--- src/rtl/pc_gen_if.sv ---
// pc_gen_if: fetch-address bundle between the PC generator,
// instruction memory and the execute-stage redirect source.
interface pc_gen_if #(
  parameter int XLEN = 32
) ();

  logic            stall;
  logic            redir_valid;
  logic [XLEN-1:0] redir_target;
  logic            trap;
  logic            halt;
  logic            resume;

  logic [XLEN-1:0] pc;
  logic [XLEN-1:0] pc_plus_step;
  logic            fetch_valid;
  logic            pending_valid;
  logic            misalign_err;
  logic [XLEN-1:0] misalign_addr;

  modport master (
    input  stall,
    input  redir_valid,
    input  redir_target,
    input  trap,
    input  halt,
    input  resume,
    output pc,
    output pc_plus_step,
    output fetch_valid,
    output pending_valid,
    output misalign_err,
    output misalign_addr
  );

  modport slave (
    output stall,
    output redir_valid,
    output redir_target,
    output trap,
    output halt,
    output resume,
    input  pc,
    input  pc_plus_step,
    input  fetch_valid,
    input  pending_valid,
    input  misalign_err,
    input  misalign_addr
  );

endinterface

--- src/rtl/pc_gen.sv ---
// pc_gen: RV32I fetch-address generator with trap entry,
// redirects, a one-entry pending-redirect buffer and halt.
module pc_gen #(
  parameter int          XLEN         = 32,
  parameter logic [31:0] RESET_VECTOR = 32'h0000_0000,
  parameter logic [31:0] TRAP_VECTOR  = 32'h0000_0100,
  parameter int          STEP         = 4
) (
  input  logic      clk,
  input  logic      reset,
  pc_gen_if.master  bus
);

  typedef enum logic [1:0] {
    BOOT = 2'd0,
    RUN  = 2'd1,
    HALT = 2'd2
  } state_t;

  localparam logic [XLEN-1:0] RST_PC  = XLEN'(RESET_VECTOR);
  localparam logic [XLEN-1:0] TRAP_PC = XLEN'(TRAP_VECTOR);
  localparam logic [XLEN-1:0] STEP_X  = XLEN'(STEP);

  state_t          state;
  logic [XLEN-1:0] pc;
  logic            pend_valid;
  logic [XLEN-1:0] pend_target;
  logic            mis_err;
  logic [XLEN-1:0] mis_addr;
  logic            misaligned;

  assign misaligned = (bus.redir_target % STEP_X) != '0;

  assign bus.pc            = pc;
  assign bus.pc_plus_step  = pc + STEP_X;
  assign bus.fetch_valid   = (state == RUN) && !bus.stall && !reset;
  assign bus.pending_valid = pend_valid;
  assign bus.misalign_err  = mis_err;
  assign bus.misalign_addr = mis_addr;

  // Next fetch address, pending buffer and run/halt state.
  always_ff @(posedge clk) begin
    if (reset) begin
      state       <= BOOT;
      pc          <= RST_PC;
      pend_valid  <= 1'b0;
      pend_target <= '0;
      mis_err     <= 1'b0;
      mis_addr    <= '0;
    end else begin
      mis_err <= 1'b0;
      unique case (state)
        BOOT: state <= RUN;
        RUN: begin
          if (bus.trap) begin
            pc         <= TRAP_PC;
            pend_valid <= 1'b0;
          end else if (bus.redir_valid && misaligned) begin
            pc         <= TRAP_PC;
            pend_valid <= 1'b0;
            mis_err    <= 1'b1;
            mis_addr   <= bus.redir_target;
          end else begin
            if (bus.halt)
              state <= HALT;
            if (bus.redir_valid && bus.stall) begin
              pend_valid  <= 1'b1;
              pend_target <= bus.redir_target;
            end else if (bus.redir_valid) begin
              pc         <= bus.redir_target;
              pend_valid <= 1'b0;
            end else if (bus.stall) begin
              pc <= pc;
            end else if (pend_valid) begin
              pc         <= pend_target;
              pend_valid <= 1'b0;
            end else if (!bus.halt) begin
              pc <= pc + STEP_X;
            end
          end
        end
        HALT: begin
          if (bus.trap) begin
            state      <= RUN;
            pc         <= TRAP_PC;
            pend_valid <= 1'b0;
          end else begin
            if (bus.resume)
              state <= RUN;
            if (bus.redir_valid) begin
              pend_valid  <= 1'b1;
              pend_target <= bus.redir_target;
            end
          end
        end
        default: state <= BOOT;
      endcase
    end
  end

endmodule

--- src/flat_wrapper.sv ---
// flat-port wrapper written by rule: the top's interface ports become plain ports
module pc_gen_flat 
#(
  parameter int          XLEN         = 32,
  parameter logic [31:0] RESET_VECTOR = 32'h0000_0000,
  parameter logic [31:0] TRAP_VECTOR  = 32'h0000_0100,
  parameter int          STEP         = 4
)
  (clk, reset, bus_stall, bus_redir_valid, bus_redir_target, bus_trap, bus_halt, bus_resume, bus_pc, bus_pc_plus_step, bus_fetch_valid, bus_pending_valid, bus_misalign_err, bus_misalign_addr);
  pc_gen_if #(.XLEN(XLEN)) bus_i ();
  input  logic clk;
  input  logic reset;
  input wire logic [$bits(bus_i.stall)-1:0] bus_stall;
  input wire logic [$bits(bus_i.redir_valid)-1:0] bus_redir_valid;
  input wire logic [$bits(bus_i.redir_target)-1:0] bus_redir_target;
  input wire logic [$bits(bus_i.trap)-1:0] bus_trap;
  input wire logic [$bits(bus_i.halt)-1:0] bus_halt;
  input wire logic [$bits(bus_i.resume)-1:0] bus_resume;
  output wire logic [$bits(bus_i.pc)-1:0] bus_pc;
  output wire logic [$bits(bus_i.pc_plus_step)-1:0] bus_pc_plus_step;
  output wire logic [$bits(bus_i.fetch_valid)-1:0] bus_fetch_valid;
  output wire logic [$bits(bus_i.pending_valid)-1:0] bus_pending_valid;
  output wire logic [$bits(bus_i.misalign_err)-1:0] bus_misalign_err;
  output wire logic [$bits(bus_i.misalign_addr)-1:0] bus_misalign_addr;
  assign bus_i.stall = bus_stall;
  assign bus_i.redir_valid = bus_redir_valid;
  assign bus_i.redir_target = bus_redir_target;
  assign bus_i.trap = bus_trap;
  assign bus_i.halt = bus_halt;
  assign bus_i.resume = bus_resume;
  assign bus_pc = bus_i.pc;
  assign bus_pc_plus_step = bus_i.pc_plus_step;
  assign bus_fetch_valid = bus_i.fetch_valid;
  assign bus_pending_valid = bus_i.pending_valid;
  assign bus_misalign_err = bus_i.misalign_err;
  assign bus_misalign_addr = bus_i.misalign_addr;
  pc_gen #(.XLEN(XLEN), .RESET_VECTOR(RESET_VECTOR), .TRAP_VECTOR(TRAP_VECTOR), .STEP(STEP)) u_core (.clk(clk), .reset(reset), .bus(bus_i));
endmodule
--- config.mk ---
export PLATFORM = sky130hd
export DESIGN_NAME = pc_gen_flat
export DESIGN_NICKNAME = d
export VERILOG_FILES = /design/src/rtl/pc_gen_if.sv /design/src/rtl/pc_gen.sv /design/src/flat_wrapper.sv
export SDC_FILE = /design/constraint.sdc
export NUM_CORES = 1
export LEC_CHECK = 0
export CAP_MARGIN = 20
export CELL_PAD_IN_SITES_DETAIL_PLACEMENT = 0
export CELL_PAD_IN_SITES_GLOBAL_PLACEMENT = 1
export CORE_UTILIZATION = 32
export CTS_BUF_LIST = sky130_fd_sc_hd__clkbuf_16
export DETAILED_ROUTE_END_ITERATION = 10
export GPL_TIMING_DRIVEN = 0
export HOLD_SLACK_MARGIN = 0.06
export PLACE_DENSITY_LB_ADDON = 0.1
export SYNTH_ARGS = -nofsm -noshare
export SYNTH_HDL_FRONTEND = slang
export SYNTH_SLANG_ARGS = --single-unit
--- constraint.sdc ---
create_clock -name clk -period 2.2 [get_ports clk]
set_input_delay 0.44 -clock clk [delete_from_list [all_inputs] [get_ports clk]]
set_output_delay 0.44 -clock clk [all_outputs]
set_load 0.03 [all_outputs]
# Word-level counts from Yosys, hierarchy flattened
# Cells that the tools add are included.
# totals
regBits,100
inputBits,39
elab_cells,69
# op_classes
n_addsub,1
eq_ne,15
mux,30
bitwise_logic,2
reduce_logical,15
# ops
op,n
$mux W32,13
$pmux W32 S2,2
$add A32 B3 Y32 const B,1
$reduce_bool A32 Y1,1
$ne A2 B2 Y1 const B,7
$mux W2,5
$mux W1,8
$ne A3 B3 Y1 const B,2
$ne A6 B5 Y1 const B,1
$ne A6 B6 Y1 const B,1
$pmux W2 S3,1
$reduce_and A3 Y1,2
$reduce_and A6 Y1,1
$ne A5 B5 Y1 const B,1
$reduce_and A5 Y1,1
$logic_and A1 B1 Y1,4
$ne A4 B4 Y1 const B,1
$reduce_and A4 Y1,1
$reduce_or A3 Y1,1
$eq A2 B1 Y1 const B,1
$eq A2 B2 Y1 const B,1
$logic_not A1 Y1,2
$logic_not A2 Y1,1
$not A1 Y1,2
other kinds (2),2

# Logic depth before layout (Yosys ltp)
# logic_depth
ltp_word,9
depth_mapped,10
mapped_depth_nobuf,7

# Worst setup path before layout
# OpenSTA, ideal clock, no wires.
# synth_path
kind,reg-to-output
start,"reg u_core.pc[7], in the netlist u_core.bus.pc[7]"
end,out bus_pc_plus_step[19]
arrival_ns,2.323
required_time_ns,1.760
path_slack_ns,-0.563
stages_incl_launch_ff,6
n_path_buf,1
path_cell_list,dfxtp_1 nand3_1 or4_1 buf_2 nor3_1 xor2_1
# synth_between
elab_chain_cells,1
# synth_rtl
item,line,text
from (decl),pc_gen.sv:25,logic [XLEN-1:0] pc;
from (signal assigned),pc_gen.sv:70,pc <= bus.redir_target;
from (signal assigned),pc_gen.sv:73,pc <= pc;
from (signal assigned),pc_gen.sv:75,pc <= pend_target;
$add A32 B3 Y32,pc_gen.sv:35,assign bus.pc_plus_step = pc + STEP_X;
to (decl),flat_wrapper.sv:20,output wire logic [$bits(bus_i.pc_plus_step)-1:0] bus_pc_plus_step;
# Every way passes these cells.

# Worst setup path after layout
# layout_path
start,"reg u_core.pc[2], in the netlist u_core.bus.pc[2]"
end,out bus_pc_plus_step[25]
# The elaborated chain is that of the path after synthesis.

==> key figures <==
Synth
  – Seq/Total Area, Yosys: 0.382
  – Post-Synthesis Cells: 677
  – Mapped cell area: 0.00524 sq mm
  – Mapped Nets: 720
  – Synth top area share: 0.382
  – Register bit count reported by yosys: 100
  – Top FF cell, synth: dfxtp_1
  – Syn. warnings: 0
  – Synth area leaders: dfxtp_1 38%, nand2_1 7.5%, mux2i_1 7.1%
  – Asr flop ratio synth: 0
  – Post-synth top area cell: dfxtp_1
  – Unique cell type count in the Yosys netlist: 53
  – Syn Area/Cell: about 7.7 sq um
  – EDFF count, synth: 0

Final layout
  – Most frequent cells in the layout: 103 x clkdlybuf4s50_1, 101 x nand2_1, 76 x dfxtp_1
  – Post-route cell area: just under 0.009 sq mm
  – Layout cell share with drive strength beyond 1: 0.297
  – Most common cell after layout, fill and taps aside: clkdlybuf4s50_1
  – Final core occ: 0.544
  – Final Non-Filler Cells: around 1.1k
  – Layout Nets: 926
  – Area growth syn-to-layout: 65.5%
  – Antenna diodes: 0

Critical path
  – Crit Path Max Fanout: 5
  – Req. time, crit path: 1.76 ns
  – Crit end category: output port
  – CP Class: flip-flop to output port
  – Arrival @ worst endpoint: between 2 and 2.5 ns
  – Kind of start point of the critical path: flip-flop

Drt
  – Via count: around 6k
  – Routed Antenna Nets: 0
  – Initial DRC count: around 400
  – DRC: 0
  – Routed length per placed instance: 19.6 microns
  – DRT Wirelength: 21700 microns
  – Avg Vias per Cell: around 5.4
  – DR pass1 iterations: 4

Power
  – Maximum VDD drop: 361 uV
  – Lkg Pwr: ~3.3 nW
  – Power Total: between 5 and 6 mW
  – PD cells: 590 mW/mm^2

STA
  – Hold Vio Cnt, Final: 0
  – Worst-Margin Slew: between 0.8 and 0.9 ns
  – Fmax achieved: about 360 MHz
  – RSZ-0062 raised after global routing: true
  – Period Utilization, post-route: 1.27
  – Slew margin rel.: 0.465
  – Final setup violation count: 31
  – Final worst slack: -0.587 ns
  – Setup TNS Final: -6.68 ns
  – Final hold slack: approximately 0.45 ns
  – Minimum clock period: between 2 and 3 ns
  – Clock Skew: roughly 0.0086 ns
  – Slew Viols, Final: 0

Run status
  – Status: finished, violations left
  – Failing checks: negative setup slack

Floorplan
  – Top Ports: 138
  – Starting Density: 0.329
  – Die Area: about 0.017 sq mm
  – Core ar.: about 0.016 sq mm
  – Rows: 46
  – Die height: between 100 and 150 microns
  – Die Wd: about 130 microns

GRT
  – Initial antenna violation count: 0
  – Total GRT Usage: 0.255
  – Global-route wire length before repair: between 30000 and 40000 microns
  – Vias in the first global route: approximately 5.5k
  – Grt ovf: 0
  – Pin count of the biggest net entering global routing: 17

Clocking
  – Max Buffers Root-to-Sink: 2
  – Clk slew on worst S/H paths: 0.07 ns
  – Hold Buf Count CTS: 0
  – Later-pin clock latency in the skew report: roughly 0.36 ns
  – H-tree levels: 3
  – CTS buffer count: 9
  – Root Driver: clkbuf_16
  – CTS tree: done
  – Clock sink count: 100

Job
  – Max-Cap Viols: 0

Placement
  – Final HPWL DP: between 15000 and 20000 microns
  – Place WS: -1.26 ns
  – Placed Instance Area: a little over 0.007 sq mm
  – Placed cell count: 1029
  – GPL Wtd Cong: about 0.87
  – Port bufs: between 100 and 150

Hold path
  – Hold Path Class: flip-flop to flip-flop
## worst max-delay path, stage by stage (launching register included)
cell and delay, ns:
dfxtp_4 0.37, nand4_1 0.17, or4_4 0.58, buf_8 0.17, o31a_1 0.30, or2_4 0.26
buf_6 0.14
## cells by family after synthesis
kind of cell | after synthesis | synth area share
AO/OA/AOI/OAI | 152 | 0.179
flip-flops | 100 | 0.382
multiplexers | 38 | 0.0728
adder cells (fa/ha/maj) | 4 | 0.00955
AND/OR/NAND/NOR | 284 | 0.261
buffers and inverters | 78 | 0.0604
XOR/XNOR | 21 | 0.0351
## worst paths after layout
path,depth (start not counted),start,slack (ns),endpoint
hold / removal,2,u_core.bus.misalign_addr[18],0.45,u_core.bus.misalign_addr[18]
setup / recovery,6,u_core.bus.pc[2],-0.59,bus_pc_plus_step[25]
setup reg to reg,9,u_core.state[1],-0.12,u_core.bus.pc[27]
hold reg to reg,2,u_core.bus.misalign_addr[18],0.45,u_core.bus.misalign_addr[18]
## synthesized netlist by cell type, types with 3 or more instances
cell / number
nand2_1: 105
dfxtp_1: 100
a21oi_1: 72
nor2_1: 62
clkbuf_1: 38
mux2i_1: 37
inv_1: 27
o21ai_0: 22
nor4_1: 18
nand3_1: 17
nor3_1: 14
xnor2_1: 13
nor2b_1: 12
o32ai_1: 11
nand4_1: 10
or2_2: 8
xor2_1: 8
buf_2: 7
and4_1: 6
nor3b_1: 6
o31a_1: 6
a22o_1: 5
o31ai_1: 5
or3_1: 5
a211oi_1: 4
ha_1: 4
nand2b_1: 4
o211ai_1: 4
o21a_1: 4
o22ai_1: 4
a21o_1: 3
a221oi_1: 3
a31oi_1: 3
and3_1: 3
buf_1: 3
nor4b_1: 3
## registers in the layout, indices dropped and copies added (netlist names)
register	count
u_core.bus.pc	32
u_core.bus.misalign_err	1
u_core.bus.misalign_addr	32
u_core.state	2
u_core.bus.pending_valid	1
u_core.pend_target	32
## area by class of cell
| type | count | area, sq um |
|---|---|---|
| Fill cell | 1499 | 7270 |
| Sequential cell | 100 | 2090 |
| Multi-Input combinational cell | 499 | 3690 |
| Inverter | 27 | 104 |
| Timing Repair Buffer | 204 | 1930 |
| Clock inverter | 6 | 35.0 |
| Tap cell | 216 | 270 |
| Clock buffer | 10 | 250 |
| Buffer | 42 | 297 |
## what timing repair did
action	CTS	global route
setup buffers	36	31
pin swaps	22	29
gates cloned	2	1
resized for setup	281	94
endpoints found under the setup margin	114	110
## routing by layer
| layer | wire [microns] | track usage | vias up |
|---|---|---|---|
| li1 | - | - | 2802 |
| met1 | 9820 | 0.342 | 2863 |
| met2 | 10200 | 0.411 | 224 |
| met3 | 1070 | 0.0320 | 34 |
| met4 | 571 | 0.108 | 0 |
| met5 | 0 | 0 | - |
## report_power, final
part | switching [mW] | total, mW | leakage, nW | internal (mW)
Clock | 0.736 | 1.57 | 0.150 | 0.835
Sequential | 0.0979 | 2.01 | 0.830 | 1.91
Combinational | 0.885 | 1.53 | 2.34 | 0.648
Total | 1.72 | 5.12 | 3.32 | 3.40
Note: power is estimated with default switching activity, not from simulation.
